[config.mk]
export PLATFORM = sky130hd
export DESIGN_NAME = rv_mem_initiator
export DESIGN_NICKNAME = d
export VERILOG_FILES = /design/src/rtl/rv_mem_pkg.sv /design/src/rtl/rv_mem_initiator_align.sv /design/src/rtl/rv_mem_initiator.sv
export SDC_FILE = /design/constraint.sdc
export NUM_CORES = 1
export LEC_CHECK = 0
export ABC_AREA = 1
export BUFFER_PORTS_ARGS = -buffer_cell sky130_fd_sc_hd__buf_2
export CORE_MARGIN = 3
export CORE_UTILIZATION = 50
export CTS_CLUSTER_SIZE = 25
export DETAILED_ROUTE_END_ITERATION = 7
export GPL_ROUTABILITY_DRIVEN = 0
export PLACE_DENSITY = 0.93
export SKIP_CTS_REPAIR_TIMING = 1
export SLEW_MARGIN = 0
export SYNTH_ARGS = -nofsm -noshare
export SYNTH_HDL_FRONTEND = slang
export SYNTH_SLANG_ARGS = --single-unit
export TNS_END_PERCENT = 50
[constraint.sdc]
create_clock -name clk -period 2.55 [get_ports clk]
set_clock_uncertainty 0.2 [all_clocks]
set_input_delay 0.3825 -clock clk [delete_from_list [all_inputs] [get_ports clk]]
set_output_delay 0.3825 -clock clk [all_outputs]
set_load 0.1 [all_outputs]
[src/rtl/rv_mem_pkg.sv]
// Shared size/error codes, FSM state type and latched-command payload for the
// picorv32 native-bus initiator.
package rv_mem_pkg;

  localparam int unsigned ADDR_W = 32;
  localparam int unsigned DATA_W = 32;
  localparam int unsigned STRB_W = DATA_W / 8;

  localparam logic [1:0] SZ_BYTE = 2'd0;
  localparam logic [1:0] SZ_HALF = 2'd1;
  localparam logic [1:0] SZ_WORD = 2'd2;

  localparam logic [1:0] ERR_OK       = 2'b00;
  localparam logic [1:0] ERR_MISALIGN = 2'b01;
  localparam logic [1:0] ERR_TIMEOUT  = 2'b10;

  typedef enum logic [1:0] {
    IDLE = 2'd0,
    BUS  = 2'd1,
    RESP = 2'd2
  } state_t;

  // Fields of an accepted command still needed after the handshake
  typedef struct packed {
    logic       we;
    logic [1:0] size;
    logic       sgn;
    logic [1:0] addr_lo;
  } cmd_lat_t;

  // Reserved size code never reaches the bus
  function automatic logic is_misaligned(input logic [1:0] size, input logic [1:0] addr_lo);
    logic mis;
    mis = 1'b0;
    case (size)
      SZ_BYTE: mis = 1'b0;
      SZ_HALF: mis = addr_lo[0];
      SZ_WORD: mis = |addr_lo;
      default: mis = 1'b1;
    endcase
    return mis;
  endfunction

endpackage

[src/rtl/rv_mem_initiator_align.sv]
// Byte-lane alignment for the native memory bus: write packing, strobe
// generation, read extraction/extension and misalignment detection.
module rv_lane_align
  import rv_mem_pkg::*;
(
  input  logic [1:0]        addr_lo,
  input  logic [1:0]        size,
  input  logic              sgn,
  input  logic [DATA_W-1:0] wdata,
  input  logic [DATA_W-1:0] rdata,
  output logic [DATA_W-1:0] lane_wdata,
  output logic [STRB_W-1:0] lane_wstrb,
  output logic [DATA_W-1:0] lane_rdata,
  output logic              misaligned
);

  logic [DATA_W-1:0] shifted;

  assign misaligned = is_misaligned(size, addr_lo);
  assign shifted    = rdata >> {addr_lo, 3'b000};

  // Replicate the operand across every lane so any responder lane sees it
  always_comb begin
    lane_wdata = wdata;
    lane_wstrb = '0;
    case (size)
      SZ_BYTE: begin
        lane_wdata = {4{wdata[7:0]}};
        lane_wstrb = 4'b0001 << addr_lo;
      end
      SZ_HALF: begin
        lane_wdata = {2{wdata[15:0]}};
        lane_wstrb = addr_lo[1] ? 4'b1100 : 4'b0011;
      end
      SZ_WORD: begin
        lane_wdata = wdata;
        lane_wstrb = 4'b1111;
      end
      default: begin
        lane_wdata = wdata;
        lane_wstrb = '0;
      end
    endcase
  end

  always_comb begin
    lane_rdata = '0;
    case (size)
      SZ_BYTE: lane_rdata = {{24{sgn & shifted[7]}}, shifted[7:0]};
      SZ_HALF: lane_rdata = {{16{sgn & shifted[15]}}, shifted[15:0]};
      SZ_WORD: lane_rdata = shifted;
      default: lane_rdata = '0;
    endcase
  end

endmodule

[src/rtl/rv_mem_initiator.sv]
// Host-side bus master for the picorv32 native memory interface: one
// outstanding byte/half/word access with lane alignment and a bus timeout.
module rv_mem_initiator
  import rv_mem_pkg::*;
#(
  parameter int unsigned TIMEOUT_CYCLES = 256,
  parameter int unsigned CNT_W = (TIMEOUT_CYCLES > 0) ? $clog2(TIMEOUT_CYCLES + 1) : 1
) (
  input  logic              clk,
  input  logic              resetn,
  input  logic              cmd_valid,
  output logic              cmd_ready,
  input  logic              cmd_we,
  input  logic [1:0]        cmd_size,
  input  logic              cmd_signed,
  input  logic [ADDR_W-1:0] cmd_addr,
  input  logic [DATA_W-1:0] cmd_wdata,
  output logic              rsp_valid,
  input  logic              rsp_ready,
  output logic [DATA_W-1:0] rsp_rdata,
  output logic [1:0]        rsp_err,
  output logic              mem_valid,
  output logic              mem_instr,
  output logic [ADDR_W-1:0] mem_addr,
  output logic [DATA_W-1:0] mem_wdata,
  output logic [STRB_W-1:0] mem_wstrb,
  input  logic              mem_ready,
  input  logic [DATA_W-1:0] mem_rdata
);

  localparam bit TO_EN = (TIMEOUT_CYCLES != 0);
  localparam logic [CNT_W-1:0] CNT_LAST = CNT_W'(TO_EN ? TIMEOUT_CYCLES - 1 : 0);

  state_t            state_q, state_d;
  cmd_lat_t          lat_q, lat_d;
  logic [CNT_W-1:0]  cnt_q, cnt_d;

  logic              cmd_ready_d;
  logic              mem_valid_d;
  logic [ADDR_W-1:0] mem_addr_d;
  logic [DATA_W-1:0] mem_wdata_d;
  logic [STRB_W-1:0] mem_wstrb_d;
  logic              rsp_valid_d;
  logic [DATA_W-1:0] rsp_rdata_d;
  logic [1:0]        rsp_err_d;

  logic [1:0]        al_addr_lo;
  logic [1:0]        al_size;
  logic              al_sgn;
  logic [DATA_W-1:0] lane_wdata;
  logic [STRB_W-1:0] lane_wstrb;
  logic [DATA_W-1:0] lane_rdata;
  logic              lane_misaligned;

  assign mem_instr = 1'b0;

  // One aligner: packs the incoming command in IDLE, unpacks the latched one otherwise
  assign al_addr_lo = (state_q == IDLE) ? cmd_addr[1:0] : lat_q.addr_lo;
  assign al_size    = (state_q == IDLE) ? cmd_size     : lat_q.size;
  assign al_sgn     = (state_q == IDLE) ? cmd_signed   : lat_q.sgn;

  rv_lane_align u_align (
    .addr_lo    (al_addr_lo),
    .size       (al_size),
    .sgn        (al_sgn),
    .wdata      (cmd_wdata),
    .rdata      (mem_rdata),
    .lane_wdata (lane_wdata),
    .lane_wstrb (lane_wstrb),
    .lane_rdata (lane_rdata),
    .misaligned (lane_misaligned)
  );

  always_ff @(posedge clk) begin
    if (!resetn) begin
      state_q   <= IDLE;
      lat_q     <= '0;
      cnt_q     <= '0;
      cmd_ready <= 1'b1;
      mem_valid <= 1'b0;
      mem_addr  <= '0;
      mem_wdata <= '0;
      mem_wstrb <= '0;
      rsp_valid <= 1'b0;
      rsp_rdata <= '0;
      rsp_err   <= ERR_OK;
    end else begin
      state_q   <= state_d;
      lat_q     <= lat_d;
      cnt_q     <= cnt_d;
      cmd_ready <= cmd_ready_d;
      mem_valid <= mem_valid_d;
      mem_addr  <= mem_addr_d;
      mem_wdata <= mem_wdata_d;
      mem_wstrb <= mem_wstrb_d;
      rsp_valid <= rsp_valid_d;
      rsp_rdata <= rsp_rdata_d;
      rsp_err   <= rsp_err_d;
    end
  end

  always_comb begin
    state_d     = state_q;
    lat_d       = lat_q;
    cnt_d       = cnt_q;
    cmd_ready_d = 1'b0;
    mem_valid_d = 1'b0;
    mem_addr_d  = mem_addr;
    mem_wdata_d = mem_wdata;
    mem_wstrb_d = mem_wstrb;
    rsp_valid_d = rsp_valid;
    rsp_rdata_d = rsp_rdata;
    rsp_err_d   = rsp_err;

    case (state_q)
      IDLE: begin
        cmd_ready_d = 1'b1;
        if (cmd_valid && cmd_ready) begin
          cmd_ready_d   = 1'b0;
          lat_d.we      = cmd_we;
          lat_d.size    = cmd_size;
          lat_d.sgn     = cmd_signed;
          lat_d.addr_lo = cmd_addr[1:0];
          cnt_d         = '0;
          if (lane_misaligned) begin
            state_d     = RESP;
            rsp_valid_d = 1'b1;
            rsp_rdata_d = '0;
            rsp_err_d   = ERR_MISALIGN;
          end else begin
            state_d     = BUS;
            mem_valid_d = 1'b1;
            mem_addr_d  = {cmd_addr[ADDR_W-1:2], 2'b00};
            mem_wdata_d = cmd_we ? lane_wdata : '0;
            mem_wstrb_d = cmd_we ? lane_wstrb : '0;
          end
        end
      end

      BUS: begin
        mem_valid_d = 1'b1;
        // A ready arriving on the expiry cycle still completes normally
        if (mem_ready) begin
          state_d     = RESP;
          mem_valid_d = 1'b0;
          rsp_valid_d = 1'b1;
          rsp_rdata_d = lat_q.we ? '0 : lane_rdata;
          rsp_err_d   = ERR_OK;
        end else if (TO_EN && (cnt_q == CNT_LAST)) begin
          state_d     = RESP;
          mem_valid_d = 1'b0;
          rsp_valid_d = 1'b1;
          rsp_rdata_d = '0;
          rsp_err_d   = ERR_TIMEOUT;
        end else begin
          cnt_d = cnt_q + CNT_W'(1);
        end
      end

      RESP: begin
        rsp_valid_d = 1'b1;
        if (rsp_ready) begin
          state_d     = IDLE;
          rsp_valid_d = 1'b0;
          rsp_rdata_d = '0;
          rsp_err_d   = ERR_OK;
          cmd_ready_d = 1'b1;
        end
      end

      default: begin
        state_d     = IDLE;
        cmd_ready_d = 1'b1;
      end
    endcase
  end

endmodule

* After elaboration in Yosys (flattened, before gate mapping)
Cells that the tools add are included.
** Word-level totals
- Input bits :: 105
- Output and inout port bits :: 106
- Bits in registers :: 120
** Cells by class
- Shift operators :: 2
- Reductions and logical operators :: 12
- $add $sub $neg :: 1
- Bitwise gates (word level) :: 3
- Mux-type cells :: 45
- Equality and inequality tests :: 11
** Operators by type and width (count)
- 2-to-1 mux 32 bit :: 7
- case mux 32 bit (3 select lines) :: 2
- case mux 32 bit (2 select lines) :: 1
- right shift 32 x 5 -> 32 bit :: 1
- 2-to-1 mux 9 bit :: 3
- 2-to-1 mux 2 bit :: 10
- case mux 9 bit (2 select lines) :: 1
- 2-to-1 mux 1 bit :: 12
- case mux 2 bit (3 select lines) :: 2
- case mux 4 bit (3 select lines) :: 1
- adder 9 x 1 -> 9 bit (second input constant) :: 1
- equality test 9 x 8 -> 1 bit (second input constant) :: 1
- case mux 1 bit (3 select lines) :: 3
- 2-to-1 mux 4 bit :: 2
- inequality test 2 bit (second input constant) :: 4
- AND reduction 4 bit :: 2
- AND reduction 3 bit :: 2
- AND reduction 5 bit :: 1
- equality test 2 x 1 -> 1 bit (second input constant) :: 2
- equality test 2 bit (second input constant) :: 2
- zero test 2 bit :: 2
- << shifter 1 x 2 -> 4 bit (first input constant) :: 1
- inequality test 3 bit (second input constant) :: 1
- nonzero test 3 bit :: 1
- 8 further kinds :: 9

* Logic depth before layout (Yosys ltp)
- Depth in word-level cells :: 8
- Mapped depth :: 16
- Gate-level depth less buffers :: 15

* Hierarchy
From an unflattened synthesis, not the netlist that was laid out.
** Unflattened totals
- Cell total of the unflattened synthesis :: 949
- Area total of the unflattened synthesis :: 6145.9 µm²
** Modules (own cells, without submodules)
- rv_mem_initiator :: seq. area each 2402.3 µm², area each 4929.7 µm², cells an instance 692, instances 1
- rv_lane_align :: seq. area each 0.0 µm², area each 1216.2 µm², cells an instance 257, instances 1

* Least setup slack after synthesis
OpenSTA, ideal clock, no wires.
- Path type :: register to register
- From :: register cmd_ready
- To :: register rsp_rdata[6]
- Data arrival time :: 2.203 ns
- Cell stages (with the launch flop) :: 11
- Period minus slack after synthesis :: 2.531 ns
- Required time :: 2.222 ns
- Setup slack :: 0.019 ns
- Library setup time :: 0.128 ns
- Path through :: dfxtp_1 > nand2_1 > nand2_1 > nand2_1 > nor2_1 > nand3_4 > buf_2 > nand2_1 > inv_1 > nor2_1 > nor2_1
** Between the ends
- Cells in the longest elaborated chain, start to end :: 3
** Ends and longest elaborated chain
- start: declaration :: RTL line rv_mem_initiator.sv:12 : output logic cmd_ready,
- start signal: assignment :: RTL line rv_mem_initiator.sv:91 : cmd_ready <= cmd_ready_d;
- logical AND 1 bit :: RTL line rv_mem_initiator.sv:118 : if (cmd_valid && cmd_ready) begin
- inequality test 2 x 1 -> 1 bit (no line)
- AND reduction 5 bit (no line)
- end signal: assignment :: RTL line rv_mem_initiator.sv:97 : rsp_rdata <= rsp_rdata_d;
- end: declaration :: RTL line rv_mem_initiator.sv:20 : output logic [DATA_W-1:0] rsp_rdata,
Every way passes these cells.
A chain may end at the register's enable or synchronous reset.

* Final worst setup path
- From :: register state_q[0]
- To :: register mem_wdata[12]
** Between the ends
- Cells in the longest elaborated chain, start to end :: 6
- Elaborated cells on any way between the ends :: 12
- Those cells by class :: 2 x eq/ne; 5 x mux; 1 x bitwise; 4 x reduce/logical
** Ends and longest elaborated chain
- start: declaration :: RTL line rv_mem_initiator.sv:34 : state_t state_q, state_d;
- start signal: assignment :: RTL line rv_mem_initiator.sv:88 : state_q <= state_d;
- zero test 2 bit * :: RTL line rv_mem_initiator.sv:58, rv_mem_initiator.sv:59, rv_mem_initiator.sv:115
- 2-to-1 mux 2 bit (on tied branches) :: RTL line rv_mem_initiator.sv:59, rv_mem_initiator.sv:58
- equality test 2 bit, or another cell as far along :: RTL line rv_mem_pkg.sv:35 : case (size)
- case mux 1 bit (3 select lines) :: RTL line rv_mem_pkg.sv:35
- inverter 1 bit (no line)
- AND reduction 3 bit (no line)
- end signal: assignment :: RTL line rv_mem_initiator.sv:94 : mem_wdata <= mem_wdata_d;
- end: declaration :: RTL line rv_mem_initiator.sv:25 : output logic [DATA_W-1:0] mem_wdata,
Every way passes the cells marked *; elsewhere a longest branch is shown, timed or not.

==> metrics.md <==
| Metric | Value |
|---|---|
| CTS Buffer Depth | 2 |
| Area Growth Syn to Fin | 31.0% |
| CTS Buf Count | 17 |
| Critical path's most frequent cell | nand2_1 |
| Via count | 6350 |
| Largest net degree at the start of global routing | 61 |
| Post-DRT Antenna Nets | 0 |
| #FFs+latches synth | 120 |
| Register-to-register setup slack | 0.14 ns |
| Tmin final | 2.41 ns |
| Die W | 114 um |
| Startpoint Class | flip-flop |
| Post-Syn Area | slightly below 6000 um2 |
| Skew-Pair Late Insertion Delay | 0.41 ns |
| Power density over cell area | 1510 nW/um2 |
| Worst setup path class | flip-flop to flip-flop |
| Worst r2r src | state_q[0] |
| Drt first pass iters | 6 |
| Data required time at the worst endpoint | 2.66 ns |
| Setup TNS | 0 ns |
| Vias in the first global route | roughly 5900 |
| Worst vdd ir | 1520 uV |
| Vias per cell | 5.41 |
| Compound-gate portion of the synthesized area | approximately a fifth |
| Primary FF master, synth | dfxtp_1 |
| Crit path largest cell delay | 0.38 ns |
| Sink Count | 120 |
| Crit Reg-Reg Endpoint | mem_wdata[12] |
| Worst Hold End | mem_addr[2] |
| Die area | 12900 um2 |
| Cells along the critical path | inv_1 > ha_4 > inv_6 > nand2_1 > nand2_1 > nand2_1 > nand2_1 > nand3_2 > nor2_4 > buf_12 > o21ai_0 > o211a_1 |
| Maxcap violations | 0 |
| Clk slew on worst S/H paths | 0.06 ns |
| Adder-cell share of the synthesized area | between 1 and 1.5% |
| Critical path fanouts, max | 50 |
| Initial antenna violation count | 0 |
| Remaining DRCs | 0 |
| DR iter-0 viols | 712 |
| RSZ-0062 raised after global routing | yes |
| Synthesized area per cell | roughly 7 um2 |
| Relative slew slack | between 50% and 60% |
| Largest family of logic cells by synthesized area | simple AND/OR/NAND/NOR gates |
| Hold WC Path Type | input port to flip-flop |
| Synth warn | 0 |
| Core area | 11100 um2 |
| Crit. End Element | flip-flop |
| Post-synth EDFFs | 0 |
| I/O pins | 211 |
| Die H | 114 um |
| Top-area cell type share of the netlist area | 41.4% |
| Row Count | 38 |
| IO buf count | 207 |
| Fillers | 884 |
| Final Setup Violations | 0 |
| Initial Util | between 50% and 60% |
| Final worst-path cycle share | 94.5% |
| CTS tree | built |
| Routed wire length | 17700 um |
| GRT Resource Usage Total | 26.5% |
| Endpoints failing hold | 11 |
| PnR Total Power | roughly 11 mW |
| R2r worst-path depth | 12 |
| Final cell count without fillers | 1174 |
| Min-delay src | cmd_addr[2] |
| CTS root buf | clkbuf_16 |
| Ys async rst share | 0% |
| Status | finished, violations left |
| Leakage | 3.76 nW |
| Mux cell area share after synthesis | 0% |
| DP HPWL | 12300 um |
| Slew Limit Fails | 0 |
| Worst slew pin tran | between 0.6 and 0.7 ns |
| Post-Syn Instances | 822 |
| CTS H-Tree Depth | 4 |
| Share of cells above drive strength 1 | between 20% and 30% |
| Nets | roughly 1100 |
| Fin Hold WS | -0.00854 ns |
| Fmax | a little over 0.4 GHz |
| Largest cells by area after synthesis | dfxtp_1 41%, nand2_1 11%, nor2_1 8.7%, o21ai_0 8.4%, a21oi_1 5.3% |
| Dominant cell type by area after synthesis | dfxtp_1 |
| GRT overflow | 0 |
| Hold path depth | 3 |
| CP arrival | 2.52 ns |
| Post-Synth XOR/XNOR Area | 0.151% |
| Distinct cell type count after synthesis | 39 |
| Violated checks | hold timing |
| Inst Count DP | 1136 |
| Share of the yosys chip area belonging to registers | approximately two fifths |
| Drt wl/cell | 15.1 um |
| Worst path slowest cell | dfxtp_1 |
| First-pass GRT wire length | 27900 um |
| Simple-Gate Fraction of Synth Area | roughly 28% |
cell type report:
class	count	area, um2	share of cell area [%]
timing repair buffer	233	1320	17.3
tap	140	175	2.31
clock buffer	18	429	5.65
multi-input combinational	597	2920	38.5
inverter	51	199	2.62
sequential	120	2400	31.6
clock inverter	14	149	1.96
antenna	1	2.50	0.0329
registers in the layout (all words and copies together), names as in the netlist, 2 cells and up:
register and cells:
state_q 2, rsp_rdata 32, rsp_err 2, cnt_q 9
lat_q 6, mem_wstrb 4, mem_wdata 32, mem_addr 30
cell usage after synthesis (2+ instances only):
cell type	instances
nand2_1	166
o211ai_1	6
inv_2	3
nand3_2	3
a21oi_2	10
nor2_4	4
dfxtp_1	120
a21oi_1	61
buf_6	7
nand2_4	4
nor3_1	3
nand2_2	2
nand3_1	58
o211a_1	7
inv_1	46
clkbuf_1	21
ha_1	6
o21bai_1	4
o22ai_1	10
buf_2	18
nor2_1	134
o21a_1	4
o21ai_0	97
nand4_1	2
a211oi_1	5
buf_4	8
stage by stage:
stage          utilization, %  instance area [um2]  worst slack [ns]
6_report                 68.6                 7590             0.140
5_1_grt                  68.5                 7590           -0.0254
4_1_cts                  67.5                 7470           -0.0851
3_5_place_dp             62.3                 6900           -0.0308
3_3_place_gp             62.3                 6900             0.110
2_1_floorplan               -                 5810            0.0190
power breakdown:
part           total, mW  switching, mW  internal [mW]
clock               2.34          0.895           1.44
sequential          2.59          0.249           2.34
combinational       6.55           5.21           1.33
total               11.5           6.36           5.12
kinds of logic (layout without fill, tap and decap cells):
| logic type | after synthesis | in the layout |
|---|---|---|
| simple gates | 381 | 381 |
| other cells | 1 | 4 |
| flops | 120 | 120 |
| fa+ha+maj | 6 | 6 |
| buf+inv | 107 | 316 |
| compound gates | 206 | 206 |
| xor+xnor | 1 | 1 |
critical path: cells and delay by family (launching register included):
kind            cells  cell delay, ns
simple gates        6            0.73
buf+inv             3            0.48
flops               1            0.38
compound gates      2            0.29
fa+ha+maj           1            0.22
layer usage:
metal  wire length (um)  GRT usage [%]  up-vias
li1                   -              -     3103
met1               7150           33.2     2872
met2               8440           41.6      312
met3               1510           7.27       63
met4                599           14.3        0
met5                  0              0        -
placed cells by master, fill, tap and decap left out, types with 2 or more instances in the layout:
master | netlist | routed
conb_1 | 1 | 3
nand4_1 | 2 | 2
a21oi_1 | 61 | 60
o211ai_1 | 6 | 6
nand2_2 | 2 | 2
bufinv_16 | 0 | 2
inv_1 | 46 | 46
clkinv_4 | 0 | 2
buf_4 | 8 | 14
buf_6 | 7 | 3
nor2_1 | 134 | 132
nor2_2 | 1 | 2
o211a_1 | 7 | 7
a211oi_1 | 5 | 5
nor2_4 | 4 | 5
a21oi_2 | 10 | 11
o22ai_1 | 10 | 10
buf_2 | 18 | 207
nand3_2 | 3 | 3
clkinv_2 | 0 | 3
o21bai_1 | 4 | 4
dfxtp_1 | 120 | 120
clkinvlp_4 | 0 | 4
inv_6 | 1 | 4
nand2_4 | 4 | 4
buf_12 | 0 | 5
nand2_1 | 166 | 166
clkbuf_16 | 0 | 17
nor3_1 | 3 | 2
dlygate4sd3_1 | 0 | 4
o21a_1 | 4 | 4
o21ai_0 | 97 | 97
inv_2 | 3 | 2
ha_1 | 6 | 5
nand3_1 | 58 | 58
worst max-delay path by stage:
stage                          start       endpoint  cells past startpoint
after global routing        cnt_q[0]   rsp_rdata[6]                     16
after CTS                 state_q[0]   mem_wdata[1]                     12
after detailed placement  state_q[0]   mem_wdata[1]                     12
after global placement    state_q[0]   mem_wdata[6]                     12
after floorplan            cmd_ready   rsp_rdata[6]                     10
final                     state_q[0]  mem_wdata[12]                     12
(Power assumes the default switching activity.)
